## src/rtl/sc_pkg.sv

```systemverilog
// Shared types and constants for the stochastic multiplier sequencer.
package sc_pkg;

   typedef enum logic [2:0] {
      StIdle,
      StSeed,
      StRun,
      StDrain,
      StDone
   } state_t;

   localparam logic [30:0] SEED_A_DEF = 31'd1;
   localparam logic [30:0] SEED_B_DEF = 31'd2;

   // Feedback taps of the two 31-bit LFSRs
   localparam int unsigned TAP_A_LO = 27;
   localparam int unsigned TAP_A_HI = 30;
   localparam int unsigned TAP_B_LO = 12;
   localparam int unsigned TAP_B_HI = 16;

   // Wide enough for a ones count of up to 128
   localparam int unsigned CNT_W = 8;

   // Stream length code to bit count: 16, 32, 64 or 128
   function automatic logic [CNT_W-1:0] len_to_n(input logic [1:0] len);
      return CNT_W'(16) << len;
   endfunction

endpackage

```

## src/rtl/sc_bipolar_mul_core.sv

```systemverilog
// SN datapath: two LFSRs, threshold comparators and the XNOR product register.
module sc_bipolar_mul_core
   import sc_pkg::*;
#(
   parameter logic [30:0] SEED_A = SEED_A_DEF,
   parameter logic [30:0] SEED_B = SEED_B_DEF
) (
   input  logic       clk,
   input  logic       rst_n,
   input  logic       load,
   input  logic       en,
   input  logic [3:0] prob_a,
   input  logic [3:0] prob_b,
   output logic       prod
);

   logic [30:0] lfsr_a_q;
   logic [30:0] lfsr_b_q;
   logic        bit_a_q;
   logic        bit_b_q;
   logic        prod_q;

   // LFSRs reseed on load and step only when enabled; they hold otherwise.
   always_ff @(posedge clk or posedge rst_n) begin
      if (rst_n) begin
         lfsr_a_q <= SEED_A;
         lfsr_b_q <= SEED_B;
      end else if (load) begin
         lfsr_a_q <= SEED_A;
         lfsr_b_q <= SEED_B;
      end else if (en) begin
         lfsr_a_q <= {lfsr_a_q[29:0], lfsr_a_q[TAP_A_LO] ^ lfsr_a_q[TAP_A_HI]};
         lfsr_b_q <= {lfsr_b_q[29:0], lfsr_b_q[TAP_B_LO] ^ lfsr_b_q[TAP_B_HI]};
      end
   end

   // Free-running two-stage pipeline; the sequencer's valid pipe masks stale bits.
   always_ff @(posedge clk or posedge rst_n) begin
      if (rst_n) begin
         bit_a_q <= 1'b0;
         bit_b_q <= 1'b0;
         prod_q  <= 1'b0;
      end else begin
         bit_a_q <= (lfsr_a_q[30:27] < prob_a);
         bit_b_q <= (lfsr_b_q[30:27] < prob_b);
         prod_q  <= ~(bit_a_q ^ bit_b_q);
      end
   end

   assign prod = prod_q;

endmodule

```

## src/rtl/sc_mul_sequencer.sv

```systemverilog
// Job sequencer: accepts one job, runs N SN bit-cycles, returns ones count and bipolar value.
module sc_mul_sequencer
   import sc_pkg::*;
#(
   parameter logic [30:0] SEED_A = SEED_A_DEF,
   parameter logic [30:0] SEED_B = SEED_B_DEF
) (
   input  logic              clk,
   input  logic              rst_n,
   input  logic              in_valid,
   output logic              in_ready,
   input  logic [3:0]        in_prob_a,
   input  logic [3:0]        in_prob_b,
   input  logic [1:0]        in_len,
   output logic              out_valid,
   input  logic              out_ready,
   output logic [7:0]        out_ones,
   output logic signed [8:0] out_bipolar,
   output logic              busy
);

   state_t                  state_q, state_d;
   logic [3:0]              prob_a_q, prob_b_q;
   logic [1:0]              len_q;
   logic [CNT_W-1:0]        issue_q;
   logic [CNT_W-1:0]        ones_q;
   logic [CNT_W-1:0]        ones_next;
   logic [1:0]              vpipe_q;
   logic [CNT_W-1:0]        n;
   logic                    core_load;
   logic                    core_en;
   logic                    prod;
   logic signed [9:0]       bip_next;
   logic [7:0]              out_ones_q;
   logic signed [8:0]       out_bipolar_q;

   assign n         = len_to_n(len_q);
   // vpipe_q[1] lines up with the core's prod register
   assign ones_next = ones_q + {{(CNT_W-1){1'b0}}, prod & vpipe_q[1]};
   assign bip_next  = $signed({1'b0, ones_next, 1'b0}) - $signed({2'b00, n});

   sc_bipolar_mul_core #(
      .SEED_A (SEED_A),
      .SEED_B (SEED_B)
   ) u_core (
      .clk    (clk),
      .rst_n  (rst_n),
      .load   (core_load),
      .en     (core_en),
      .prob_a (prob_a_q),
      .prob_b (prob_b_q),
      .prod   (prod)
   );

   // State register.
   always_ff @(posedge clk or posedge rst_n) begin
      if (rst_n) state_q <= StIdle;
      else       state_q <= state_d;
   end

   // Next-state and handshake/control outputs.
   always_comb begin
      state_d   = state_q;
      in_ready  = 1'b0;
      out_valid = 1'b0;
      busy      = 1'b1;
      core_load = 1'b0;
      core_en   = 1'b0;
      case (state_q)
         StIdle: begin
            in_ready = 1'b1;
            busy     = 1'b0;
            if (in_valid) state_d = StSeed;
         end
         StSeed: begin
            core_load = 1'b1;
            state_d   = StRun;
         end
         StRun: begin
            core_en = 1'b1;
            if (issue_q == n - CNT_W'(1)) state_d = StDrain;
         end
         StDrain: begin
            // Pipe enters DRAIN as 2'b11; 2'b10 marks the second drain cycle
            if (!vpipe_q[0]) state_d = StDone;
         end
         StDone: begin
            out_valid = 1'b1;
            if (out_ready) state_d = StIdle;
         end
         default: state_d = StIdle;
      endcase
   end

   // Job parameters captured on accept.
   always_ff @(posedge clk or posedge rst_n) begin
      if (rst_n) begin
         prob_a_q <= 4'd0;
         prob_b_q <= 4'd0;
         len_q    <= 2'd0;
      end else if (state_q == StIdle && in_valid) begin
         prob_a_q <= in_prob_a;
         prob_b_q <= in_prob_b;
         len_q    <= in_len;
      end
   end

   // Issue counter, valid pipe and ones counter.
   always_ff @(posedge clk or posedge rst_n) begin
      if (rst_n) begin
         issue_q <= '0;
         ones_q  <= '0;
         vpipe_q <= 2'b00;
      end else begin
         case (state_q)
            StSeed: begin
               issue_q <= '0;
               ones_q  <= '0;
               vpipe_q <= 2'b00;
            end
            StRun: begin
               issue_q <= issue_q + CNT_W'(1);
               vpipe_q <= {vpipe_q[0], 1'b1};
               ones_q  <= ones_next;
            end
            StDrain: begin
               vpipe_q <= {vpipe_q[0], 1'b0};
               ones_q  <= ones_next;
            end
            default: ;
         endcase
      end
   end

   // Result registers, loaded on the last drain edge so the final bit is included.
   always_ff @(posedge clk or posedge rst_n) begin
      if (rst_n) begin
         out_ones_q    <= 8'd0;
         out_bipolar_q <= 9'sd0;
      end else if (state_q == StDrain && state_d == StDone) begin
         out_ones_q    <= ones_next;
         out_bipolar_q <= bip_next[8:0];
      end
   end

   assign out_ones    = out_ones_q;
   assign out_bipolar = out_bipolar_q;

endmodule

```

## config.mk

```make
export PLATFORM = sky130hd
export DESIGN_NAME = sc_mul_sequencer
export DESIGN_NICKNAME = d
export VERILOG_FILES = /design/src/rtl/sc_pkg.sv /design/src/rtl/sc_bipolar_mul_core.sv /design/src/rtl/sc_mul_sequencer.sv
export SDC_FILE = /design/constraint.sdc
export NUM_CORES = 1
export LEC_CHECK = 0
export ABC_AREA = 1
export BUFFER_PORTS_ARGS = -buffer_cell sky130_fd_sc_hd__buf_2
export CORE_AREA = 2 2 113 115
export CTS_CLUSTER_SIZE = 24
export DETAILED_ROUTE_END_ITERATION = 8
export DIE_AREA = 0 0 115 117
export SLEW_MARGIN = 20
export SYNTH_ARGS = -nofsm -noshare
export SYNTH_HDL_FRONTEND = slang
export SYNTH_SLANG_ARGS = --single-unit
```

## constraint.sdc

```tcl
create_clock -name clk -period 4 [get_ports clk]
set_input_delay 0.2 -clock clk [delete_from_list [all_inputs] [get_ports clk]]
set_output_delay 0.2 -clock clk [all_outputs]
set_load 0.02 [all_outputs]
```

== Yosys cells after proc, flatten, opt, wreduce, memory -nomap -nowiden ==
Cells that the tools add are included.
Word-level totals
  flip-flop bits (word level): 113
  input bits: 14
  output and inout bits: 20
  word-level logic and storage cells: 57
Cells by class
  add/sub/neg operators: 4
  $lt $le $gt $ge: 2
  equality and inequality tests: 6
  shift-type cells: 1
  multiplexer cells: 17
  bitwise logic cells: 5
  reduce and logical (&&, ||, !) cells: 8
Operators with widths (number)
  $mux W31: 4
  $pmux W8 S2: 2
  $pmux W3 S5: 1
  $mux W3: 4
  $sub A9 B8 Y9: 1
  $add A8 B1 Y8: 1
  $add A8 B1 Y8 const B: 1
  $eq A8 B8 Y1: 1
  $lt A4 B4 Y1: 2
  $shl A5 B2 Y8 const A: 1
  $sub A8 B1 Y8 const B: 1
  $eq A3 B2 Y1 const B: 2
  $eq A3 B3 Y1 const B: 2
  $pmux W2 S3: 1
  $reduce_bool A2 Y1: 3
  $mux W1: 5
  $eq A3 B1 Y1 const B: 1
  $logic_not A3 Y1: 1
  $reduce_bool A3 Y1: 1
  $xor A1 B1 Y1: 3
  $logic_and A1 B1 Y1: 2
  $reduce_or A2 Y1: 1
  $and A1 B1 Y1: 1
  $not A1 Y1: 1

== Longest topological paths before layout ==
  word-level depth: 7
  mapped depth: 18
  mapped depth without buffers: 18

== Modules after synthesis ==
From an unflattened synthesis, not the netlist that was laid out.
Second synthesis, totals
  cell total of the unflattened synthesis: 541
  area total of the unflattened synthesis: 5073.6 um^2
Modules (own cells, without submodules)
  sc_bipolar_mul_core: instances 1, cells each 254, area an instance 2817.7 um^2, seq. area each 1629.1 um^2
  sc_mul_sequencer: instances 1, cells each 287, area an instance 2255.9 um^2, seq. area each 1126.1 um^2

== Least setup slack after synthesis ==
OpenSTA, ideal clock, no wires.
  path kind: register to register
  start: register vpipe_q[1]
  end: register out_bipolar_q[6], in the netlist out_bipolar[6]
  library setup time: 117 ps
  data arrival time: 1968 ps
  required time: 3883 ps
  setup slack: 1915 ps
  stages on the path, launching flop included: 16
  buffers on the path: 0
  clock period less this slack: 2085 ps
  path through: dfrtp_1 nand2_1 inv_1 ha_1 ha_1 nand2_1 nor2_1 inv_1 nand2_1 inv_1 ha_1 o21ai_0 nand2_1 or2_2 nand3_1 nand2_1
On the way
  longest elaborated chain between the ends: 3
RTL lines
  start: declaration: RTL line sc_mul_sequencer.sv:28  | logic [1:0] vpipe_q;
  start signal: assignment: RTL line sc_mul_sequencer.sv:123  | vpipe_q <= {vpipe_q[0], 1'b1};
  start signal: assignment: RTL line sc_mul_sequencer.sv:127  | vpipe_q <= {vpipe_q[0], 1'b0};
  $and A1 B1 Y1: RTL line sc_mul_sequencer.sv:39  | assign ones_next = ones_q + {{(CNT_W-1){1'b0}}, prod & vpipe_q[1]};
  $add A8 B1 Y8: RTL line sc_mul_sequencer.sv:39
  via ones_next[4]: RTL line sc_mul_sequencer.sv:27  | logic [CNT_W-1:0] ones_next;
  $sub A9 B8 Y9: RTL line sc_mul_sequencer.sv:40  | assign bip_next = $signed({1'b0, ones_next, 1'b0}) - $signed({2'b00, n});
  end signal: assignment: RTL line sc_mul_sequencer.sv:142  | out_bipolar_q <= bip_next[8:0];
  end: declaration: RTL line sc_mul_sequencer.sv:35  | logic signed [8:0] out_bipolar_q;
The timed path passes the listed nets, and every way through them passes these cells.
A chain may end at the register's enable or synchronous reset.

== Worst setup path after layout ==
  start: register vpipe_q[1]
  end: register out_bipolar_q[8], in the netlist out_bipolar[8]
Same word-level chain as after synthesis.

==> metrics.yaml <==
status: "finished with violations"
violations: "negative hold slack"
setup_tns_ns: 0
rows: 41
routedWlPerCell_um: 12.2
switchingPower_w: 0.00137
core_um2: 12300
cpPeakStageDelay_ns: 0.34
cts_setup_buffers: 0
swShare_pct: 37.1
grt_pass1_vias: 3294
drv_cap: 0
setup_viol: 0
cts-buffers-inserted: 9
worst_skew_pair.late_latency_ns: 0.34
grt_antenna_before_repair: 0
dpl.hpwl_mm: 5.61
clkPwrFrac_pct: 25.4
hold_viol: 1
yosysWarningCount: 0
ys_seq_area_share_pct: 57.9
startpoint_type: "register"
clock-sinks: 110
slew_headroom_pct: 35.6
path_cells: "nand2_1 > inv_1 > ha_1 > ha_1 > nand2_1 > nor2_1 > nand2_1 > xor2_1 > ha_1 > nand2_1 > inv_1 > nand2_1 > nand3_1 > inv_1 > nand2_1 > nand3_1 > nand2_1"
rsz0062_at_grt: "no"
port_buffers: 32
period_needed_ns: 2.39
synth_nets: 535
p_seq_share_pct: 41.0
peakVddDrop_mv: 0.290
path_delay_family: "simple AND/OR/NAND/NOR gates"
grt_usage_pct: 13.6
crit_required_ns: 4.24
vias: 3295
viasPerCell: 4.79
avgSynthCellArea_um2: 9.36
period_share_pct: 59.9
p_leak_nw: 2.61
syn_to_final_growth_pct: 12.4
crit_buf_inv: 3
cts_resized: 0
worst_pin_slew_ns: 0.964
grt_max_degree: 87
setup.worst_path.end_class: "register"
clk_pin_slew_ns: 0.07
htree_levels: 3
dieArea_um2: 13500
hold_class: "input port to async pin"
io_pins: 34
drcViolationCount: 0
diodes: 0
grt.overflow.total: 0
layout-drive-gt1-share_pct: 14.7
synth_ff_type: "dfrtp_1"
hold_buffers: 0
grt_pass1_wl_mm: 14.5
synth.distinct_cells: 32
netlist_instances: 508
async_flop_share_pct: 100
ys_seq_elements: 110
slowest_stage: "dfrtp_1"
drt_iter0_drc: 221
synth-edff-count: 0
nets: 560
dr.pass1.iters: 6
hold_slack_ns: -0.00523
cts_root_buf: "clkbuf_16"
clockBufferDepth: 2
start_util_pct: 38.6
cp_max_fo: 4
p_per_area_nw_per_um2: 691
max_freq_mhz: 418
intPower_w: 0.00232
finClkSkew_ns: 0.00844
synth_area_um2: 4760
die_h_um: 117
report.final.slew_viol_count: 0
crit_type: "register to register"
cp_data_arrival_time_ns: 2.63
ant_nets: 0
die_x_um: 115
fill_cells: 1186
cts_tree: "done"
wirelength_mm: 8.37
combPwrFrac_pct: 33.6
path_common_cell: "nand2_1"
gp_routability_congestion: 0.832
[cells by family (layout without fill, tap and decap cells)]
family,after synthesis,after routing,synth area share (%)
other,1,1,0.0789
adder cells (fa/ha/maj),13,13,3.42
flip-flops,110,110,57.9
XOR/XNOR,5,5,0.921
buffers and inverters,137,167,11.4
AND/OR/NAND/NOR,129,129,11.6
AO/OA/AOI/OAI,113,113,14.7
[per-layer routing]
metal	wire length, um	vias up	part of all wire, %	GRT usage [%]
li1	-	1683	-	-
met1	3850	1552	46	16.1
met2	4120	51	49	24.1
met3	250	9	3.0	3.19
met4	138	0	1.6	5.14
met5	0	-	0	0
[registers in the layout, indices dropped and copies added (netlist names)]
name / count
len_q: 2
issue_q: 8
u_core.lfsr_b_q: 31
vpipe_q: 2
prob_b_q: 4
out_bipolar: 6
u_core.bit_b_q: 1
prob_a_q: 4
u_core.bit_a_q: 1
u_core.prod: 1
out_ones: 8
state_q: 3
u_core.lfsr_a_q: 31
ones_q: 8
[power groups by stage]
stage          clock network [W]  logic, W  registers [W]
3_3_place_gp                   0   0.00122        0.00153
5_1_grt                  0.00102   0.00142        0.00155
4_1_cts                 0.000971   0.00126        0.00152
2_1_floorplan                  0  0.000971        0.00155
6_report                0.000938   0.00124        0.00152
3_5_place_dp                   0   0.00125        0.00154
[placed cells by master, fill, tap and decap left out, drive strengths merged]
cell type  instances
ha                13
dfrtp            108
o22ai             63
o21ai             27
nand2             76
nand3             14
nor2              28
a32oi              1
a21oi             18
clkinvlp           1
nand4              4
xor2               3
inv              118
or2                2
a22oi              1
clkinv             2
nand3b             1
a21o               2
nor3               4
buf               35
clkbuf             9
dfstp              2
bufinv             2
conb               1
o32ai              1
xnor2              2
[metrics by stage]
stage                     power, W  area (um2)  setup slack (ns)  std cells  util (%)
after floorplan            0.00253        4760             0.901        508         -
after global placement     0.00275        5020              1.60        672      40.8
after detailed placement   0.00278        5020              1.60        672      40.8
after CTS                  0.00375        5340              1.58        688      43.4
after global routing       0.00399        5340              1.35        688      43.4
final                      0.00369        5340              1.61        688      43.4
[area by class of cell]
type,count,area [um2],area share (%)
inverter,116,440,8.24
sequential,110,2760,51.6
tap,150,188,3.51
timing repair buffer,35,183,3.42
clock buffer,9,225,4.21
clock inverter,7,95.1,1.78
multi-input combinational,261,1460,27.3
[final timing paths]
path,start,endpoint,slack (ns),cells past startpoint
hold reg to reg,u_core.bit_a_q,u_core.prod,0.45,1
setup / recovery,vpipe_q[1],out_bipolar[8],1.61,17
setup reg to reg,vpipe_q[1],out_bipolar[8],1.61,17
max in group asynchronous,rst_n,u_core.lfsr_a_q[21],3.21,3
hold / removal,rst_n,out_bipolar[7],-0.005,2
min in group clk,in_prob_b[0],prob_b_q[0],0.10,3
[synthesized netlist by cell type, types with 2 or more instances]
| library cell | instances | share of area [%] |
|---|---|---|
| dfrtp_1 | 108 | 57 |
| inv_1 | 108 | 8.5 |
| nand2_1 | 74 | 5.8 |
| o22ai_1 | 63 | 8.3 |
| nor2_1 | 24 | 1.9 |
| nand3_1 | 14 | 1.5 |
| o21ai_1 | 14 | 1.5 |
| ha_1 | 13 | 3.4 |
| o21ai_0 | 13 | 1.4 |
| buf_2 | 11 | 1.2 |
| a21oi_2 | 10 | 1.8 |
| a21oi_1 | 8 | 0.84 |
| inv_2 | 8 | 0.63 |
| buf_1 | 5 | 0.39 |
| buf_4 | 4 | 0.63 |
| nand4_1 | 4 | 0.53 |
| nor3_1 | 4 | 0.42 |
| xor2_1 | 3 | 0.55 |
| a21o_1 | 2 | 0.32 |
| dfstp_2 | 2 | 1.1 |
| nand2_2 | 2 | 0.26 |
| nor2_2 | 2 | 0.26 |
| nor2_4 | 2 | 0.47 |
| xnor2_1 | 2 | 0.37 |
Note: power is estimated with default switching activity, not from simulation.
